`config.mk`:
```
export PLATFORM = sky130hd
export DESIGN_NAME = clk_tick_gen_flat
export DESIGN_NICKNAME = d
export VERILOG_FILES = /design/src/rtl/clk_tick_gen_if.sv /design/src/rtl/clk_tick_gen.sv /design/src/flat_wrapper.sv
export SDC_FILE = /design/constraint.sdc
export NUM_CORES = 1
export LEC_CHECK = 0
export BUFFER_PORTS_ARGS = -buffer_cell sky130_fd_sc_hd__buf_2
export CAP_MARGIN = 20
export CORE_AREA = 2 2 203 205
export CTS_CLUSTER_DIAMETER = 100
export DETAILED_ROUTE_END_ITERATION = 12
export DIE_AREA = 0 0 205 207
export GPL_TIMING_DRIVEN = 0
export PLACE_DENSITY_LB_ADDON = 0.25
export SETUP_SLACK_MARGIN = 0.2
export SLEW_MARGIN = 25
export SYNTH_ARGS = -nofsm -noshare
export SYNTH_HDL_FRONTEND = slang
export SYNTH_SLANG_ARGS = --single-unit
```
`constraint.sdc`:
```
create_clock -name mclk -period 6.25 [get_ports mclk]
set_input_delay 0.3125 -clock mclk [delete_from_list [all_inputs] [get_ports mclk]]
set_output_delay 0.3125 -clock mclk [all_outputs]
set_load 0.01 [all_outputs]
```
`src/rtl/clk_tick_gen_if.sv`:
```
// ---------------------------------------------------------------------------
// clk_tick_gen_if
// Control and output bundle of the clock-enable generator.
//   en        global run (0 freezes all channels)
//   sync_rst  synchronous restart of every channel phase
//   ch_en     per-channel run enable
//   ld        per-channel divisor load strobe
//   ld_val    divisor value shared by all load strobes
//   tick      one-cycle clock-enable pulse per channel period
//   sq        per-channel square wave
//   div_act   active divisors, channel 0 in the LSBs
// master: drives the controls and reads the outputs.
// slave:  the generator itself.
// ---------------------------------------------------------------------------
interface clk_tick_gen_if #(
    parameter int NCH   = 3,
    parameter int CNT_W = 24
);
    logic                   en;
    logic                   sync_rst;
    logic [NCH-1:0]         ch_en;
    logic [NCH-1:0]         ld;
    logic [CNT_W-1:0]       ld_val;
    logic [NCH-1:0]         tick;
    logic [NCH-1:0]         sq;
    logic [NCH*CNT_W-1:0]   div_act;

    modport master (
        output en, sync_rst, ch_en, ld, ld_val,
        input  tick, sq, div_act
    );

    modport slave (
        input  en, sync_rst, ch_en, ld, ld_val,
        output tick, sq, div_act
    );
endinterface

```
`src/rtl/clk_tick_gen.sv`:
```
// ---------------------------------------------------------------------------
// clk_tick_gen
// Multi-channel programmable clock-enable generator. Every channel runs an
// independent modulo-div counter and produces a registered one-cycle tick at
// the end of each period plus a registered square wave (low for the first
// div/2 counts, high for the rest). Divisors can be reloaded at runtime; a
// new divisor only takes effect at a period boundary (wrap) or on sync_rst,
// so no runt periods are produced.
// Ports:
//   mclk  system clock
//   clr   asynchronous active-high reset
//   bus   clk_tick_gen_if.slave (en, sync_rst, ch_en, ld, ld_val in;
//         tick, sq, div_act out)
// ---------------------------------------------------------------------------
module clk_tick_gen #(
    parameter int                   NCH   = 3,
    parameter int                   CNT_W = 24,
    parameter logic [NCH*CNT_W-1:0] DIV   = {24'd1666667, 24'd524288, 24'd4}
) (
    input  logic            mclk,
    input  logic            clr,
    clk_tick_gen_if.slave   bus
);

    if (NCH < 1 || NCH > 8) begin : g_bad_nch
        $fatal(1, "clk_tick_gen: NCH must be in 1..8");
    end

    for (genvar g = 0; g < NCH; g++) begin : g_div_chk
        if (DIV[g*CNT_W +: CNT_W] == '0) begin : g_bad_div
            $fatal(1, "clk_tick_gen: reset divisor of channel %0d is zero", g);
        end
    end

    logic [NCH-1:0][CNT_W-1:0] cnt_q,  cnt_d;
    logic [NCH-1:0][CNT_W-1:0] div_q,  div_d;
    logic [NCH-1:0][CNT_W-1:0] pend_q, pend_d;
    logic [NCH-1:0]            pend_v_q, pend_v_d;
    logic [NCH-1:0]            tick_q, tick_d;
    logic [NCH-1:0]            sq_q,   sq_d;

    logic [NCH-1:0]            adv;
    logic [NCH-1:0]            wrap;
    logic [NCH-1:0]            ld_ok;

    always_comb begin
        cnt_d    = cnt_q;
        div_d    = div_q;
        pend_d   = pend_q;
        pend_v_d = pend_v_q;
        tick_d   = '0;
        sq_d     = sq_q;
        adv      = '0;
        wrap     = '0;
        ld_ok    = '0;

        for (int i = 0; i < NCH; i++) begin
            adv[i]   = bus.en & bus.ch_en[i];
            wrap[i]  = adv[i] && (cnt_q[i] == div_q[i] - CNT_W'(1));
            // A zero divisor would never wrap, so such loads are dropped.
            ld_ok[i] = bus.ld[i] && (bus.ld_val != '0);

            // Same-cycle load counts as pending, so it can switch at this wrap.
            if (ld_ok[i]) begin
                pend_d[i]   = bus.ld_val;
                pend_v_d[i] = 1'b1;
            end

            // Divisor swaps only at a period boundary: counter is back at 0.
            if ((bus.sync_rst || wrap[i]) && pend_v_d[i]) begin
                div_d[i]    = pend_d[i];
                pend_v_d[i] = 1'b0;
            end

            if (bus.sync_rst) begin
                cnt_d[i] = '0;
                sq_d[i]  = 1'b0;
            end else if (adv[i]) begin
                cnt_d[i]  = wrap[i] ? '0 : cnt_q[i] + CNT_W'(1);
                tick_d[i] = wrap[i];
                // Compare against the divisor governing the new count.
                sq_d[i]   = (cnt_d[i] >= (div_d[i] >> 1));
            end
        end
    end

    always_ff @(posedge mclk or posedge clr) begin
        if (clr) begin
            cnt_q    <= '0;
            div_q    <= DIV;
            pend_q   <= '0;
            pend_v_q <= '0;
            tick_q   <= '0;
            sq_q     <= '0;
        end else begin
            cnt_q    <= cnt_d;
            div_q    <= div_d;
            pend_q   <= pend_d;
            pend_v_q <= pend_v_d;
            tick_q   <= tick_d;
            sq_q     <= sq_d;
        end
    end

    assign bus.tick    = tick_q;
    assign bus.sq      = sq_q;
    assign bus.div_act = div_q;

endmodule

```
`src/flat_wrapper.sv`:
```
// flat-port wrapper written by rule: the top's interface ports become plain ports
module clk_tick_gen_flat 
#(
    parameter int                   NCH   = 3,
    parameter int                   CNT_W = 24,
    parameter logic [NCH*CNT_W-1:0] DIV   = {24'd1666667, 24'd524288, 24'd4}
)
  (mclk, clr, bus_en, bus_sync_rst, bus_ch_en, bus_ld, bus_ld_val, bus_tick, bus_sq, bus_div_act);
  clk_tick_gen_if #(.NCH(NCH), .CNT_W(CNT_W)) bus_i ();
  input  logic mclk;
  input  logic clr;
  input wire logic [$bits(bus_i.en)-1:0] bus_en;
  input wire logic [$bits(bus_i.sync_rst)-1:0] bus_sync_rst;
  input wire logic [$bits(bus_i.ch_en)-1:0] bus_ch_en;
  input wire logic [$bits(bus_i.ld)-1:0] bus_ld;
  input wire logic [$bits(bus_i.ld_val)-1:0] bus_ld_val;
  output wire logic [$bits(bus_i.tick)-1:0] bus_tick;
  output wire logic [$bits(bus_i.sq)-1:0] bus_sq;
  output wire logic [$bits(bus_i.div_act)-1:0] bus_div_act;
  assign bus_i.en = bus_en;
  assign bus_i.sync_rst = bus_sync_rst;
  assign bus_i.ch_en = bus_ch_en;
  assign bus_i.ld = bus_ld;
  assign bus_i.ld_val = bus_ld_val;
  assign bus_tick = bus_i.tick;
  assign bus_sq = bus_i.sq;
  assign bus_div_act = bus_i.div_act;
  clk_tick_gen #(.NCH(NCH), .CNT_W(CNT_W), .DIV(DIV)) u_core (.mclk(mclk), .clr(clr), .bus(bus_i));
endmodule
```
==> impl_metrics.json <==
{
  "grt_max_degree": 31,
  "yosysWarnings": 0,
  "drive_gt1_frac": 0.1575,
  "rsz0062_at_grt": "true",
  "async_reset_ff_frac": 1.000,
  "final_area_sq_um": 18520,
  "routedWlPerCell_um": 20.24,
  "ioPinCount": 112,
  "htree_levels": 1,
  "power.leakage_nw": 7.945,
  "synth_nets": 1886,
  "dpl-instance-area_sq_um": 17300,
  "routabilityCongestion": 0.9461,
  "worst_pin_slew_ns": 0.8705,
  "period_minus_slack_ns": 5.861,
  "holdCritPathClass": "in -> reg",
  "p_total_w": 0.004406,
  "die_w_um": 205,
  "cts_made_buffers": 28,
  "worst_setup_path_end_kind": "register",
  "ys.flop_type": "dfrtp_1",
  "fin_crit_sh": 0.9377,
  "grt_pass1_vias": 13958,
  "yosys.cell_types.count": 80,
  "syn_avg_cell_area_sq_um": 8.941,
  "fin_ws_ns": 0.3892,
  "vias": 14510,
  "worstSkewPairLatency_ns": 0.59,
  "post-place-ws_ns": -0.3855,
  "core_sq_um": 40370,
  "dp_hpwl_um": 38750,
  "crit_type": "reg -> reg",
  "final_nets": 2043,
  "cap_violations": 0,
  "fin_skew_ns": 0.04439,
  "vias_per_cell": 5.825,
  "startpoint_type": "register",
  "cts.clk_slew.worst_paths_ns": 0.07,
  "grt_pass1_wl_um": 78760,
  "first_iter_violations": 1199,
  "cellPowerDensity_nw_per_um2": 237.9,
  "grt_use_total": 0.2327,
  "clockBufferDepth": 3,
  "num_rows": 74,
  "cp.arrival_ns": 6.27,
  "setup_viol": 0,
  "required_ns": 6.66,
  "port_buffers": 107,
  "die_area_sq_um": 42440,
  "start_util": 0.3936,
  "status": "completed",
  "slew_viol_final": 0,
  "slew_headroom": 0.4197,
  "syn_inst": 1777,
  "post-route-drc-count": 0,
  "ys_ff_latch": 225,
  "cts-root-buf": "clkbuf_16",
  "path_max_fanout": 10,
  "cts.sinks": 225,
  "area_growth_pct": 16.53,
  "wl_um": 50420,
  "ir_drop_mv": 0.2168,
  "cts_tree": "built",
  "die_y_um": 207,
  "grt-ovfl-total": 0,
  "synth_edf_count": 0,
  "finalHoldViolCount": 0,
  "antenna_found_initial": 3,
  "netlist_area_sq_um": 15890,
  "drt_pre_antenna_iters": 5,
  "fmaxAchievable_mhz": 170.6,
  "postRouteAntennaNets": 0,
  "synth_seq_area_share": 0.3555
}
[layout make-up]
type / instances / area (sq um)
well taps: 532 / 665.6
flip-flops and latches: 225 / 5650
multi-input cells: 1395 / 9726
clock buffers: 38 / 788.3
repair buffers: 127 / 823.3
clock inverters: 14 / 205.2
inverters: 27 / 105.1
plain buffers: 130 / 544.3
diodes: 3 / 7.507
fillers: 3947 / 21850
[cells in the final DEF (no fill, tap or decap), types with 35 or more instances in the layout]
cell type and count:
dfrtp_1 209, nand2_1 162, buf_2 123, nor2_1 122, clkbuf_1 101, o22a_1 89, xnor2_1 86, o21ai_0 83
o22ai_1 76, ha_1 75, nand3_1 65, xor2_1 56, mux2_2 55, a21oi_1 45, nor3_1 44, a2bb2oi_1 39
or3_1 35
[worst max-delay path, stage by stage, from the launching register on]
cell	delay, ns
dfrtp_1	0.37
clkbuf_1	0.19
or4_1	0.55
clkbuf_2	0.20
or4_1	0.49
clkbuf_2	0.20
or4_1	0.56
o211ai_1	0.14
nor4_1	0.07
and4_1	0.21
buf_6	0.15
nor2_4	0.19
nor2_4	0.07
buf_4	0.19
a2bb2oi_1	0.15
ha_1	0.30
nand2b_1	0.14
a21o_1	0.17
a21o_1	0.17
a21o_1	0.16
a21o_1	0.18
a2111oi_2	0.42
o41ai_1	0.17
a31oi_1	0.20
o22ai_1	0.08
[power by group]
part           leakage, nW  switching, W  internal (W)
registers             2.76      0.000165       0.00158
clock network        0.473      0.000698       0.00105
logic                 4.71      0.000510      0.000393
[synthesized netlist by cell type (5+ instances only)]
master / count / area share
a211oi_1: 7 / 0.0033
a21boi_0: 6 / 0.0028
a21o_1: 19 / 0.0090
a21oi_1: 45 / 0.014
a221o_1: 5 / 0.0031
a22o_1: 10 / 0.0055
a2bb2o_1: 21 / 0.013
a2bb2oi_1: 40 / 0.022
a31oi_1: 7 / 0.0028
and2_1: 17 / 0.0067
and3_1: 27 / 0.011
and4_1: 11 / 0.0061
buf_1: 5 / 0.0012
buf_2: 17 / 0.0054
clkbuf_1: 104 / 0.025
dfrtp_1: 210 / 0.33
dfstp_2: 15 / 0.025
ha_1: 75 / 0.059
inv_1: 27 / 0.0064
mux2_2: 55 / 0.039
mux2i_1: 5 / 0.0031
nand2_1: 162 / 0.038
nand2b_1: 13 / 0.0051
nand3_1: 66 / 0.021
nand3b_1: 8 / 0.0038
nand4_1: 24 / 0.0094
nor2_1: 123 / 0.029
nor2b_1: 31 / 0.012
nor3_1: 44 / 0.014
nor4_1: 29 / 0.011
o211ai_1: 8 / 0.0038
o21a_1: 6 / 0.0028
o21ai_0: 84 / 0.026
o21ai_1: 6 / 0.0019
o22a_1: 89 / 0.049
o22ai_1: 76 / 0.030
o31ai_1: 7 / 0.0033
or2_2: 8 / 0.0031
or3_1: 35 / 0.014
or4_1: 17 / 0.0080
xnor2_1: 86 / 0.047
xor2_1: 56 / 0.031
[flip-flops by register name, summed over array words and instances, names as in the netlist]
register            cells
u_core.bus.sq           3
u_core.bus.tick         3
u_core.cnt_q           72
u_core.pend_q          72
u_core.pend_v_q         3
u_core.bus.div_act     72
[final timing paths]
path / slack, ns / cells past startpoint / start / endpoint
max: 0.39 / 24 / u_core.bus.div_act[52] / u_core.bus.sq[2]
min: 0.03 / 3 / bus_ld_val[4] / u_core.pend_q[4]
max reg2reg: 0.39 / 24 / u_core.bus.div_act[52] / u_core.bus.sq[2]
min reg2reg: 0.48 / 2 / u_core.pend_q[9] / u_core.pend_q[9]
max in group asynchronous: 5.08 / 6 / clr / u_core.bus.div_act[2]
min in group asynchronous: 0.21 / 3 / clr / u_core.pend_q[43]
[repair_timing]
| action | in CTS | in global routing |
|---|---|---|
| buffers inserted | 0 | 10 |
| gates resized for setup | 13 | 22 |
| endpoints found under the setup margin | 3 | 3 |
| hold buffers | 1 | 0 |
| endpoints found under the hold margin | 56 | 0 |
| pin swaps | 1 | 4 |
[per-stage QoR]
step                      setup TNS (ns)  hold slack, ns    util  std cells
after CTS                              0        0.003850  0.4547       2478
after global routing                   0         0.02253  0.4586       2490
after detailed placement          -1.050          0.2561  0.4285       2425
after floorplan                        0          0.4179       -       1777
final                                  0         0.02796  0.4587       2491
after global placement           -0.8658          0.4583  0.4234       2416
[cells by family after synthesis]
kind of cell,synth area share
buffers and inverters,0.03985
DFF,0.3555
and+or+nand+nor,0.2085
muxes,0.04213
AOI/OAI and AO/OA,0.2166
xor gates and xnor gates,0.07827
adders and majority gates,0.05906
[metal layers]
layer | GRT usage | up-vias | share of wire
li1 | - | 6929 | -
met1 | 0.3287 | 7038 | 0.46
met2 | 0.3756 | 448 | 0.46
met3 | 0.02407 | 93 | 0.055
met4 | 0.06897 | 2 | 0.027
met5 | 0 | - | 0.00026
No activity file was read; power rests on OpenSTA's default activity.
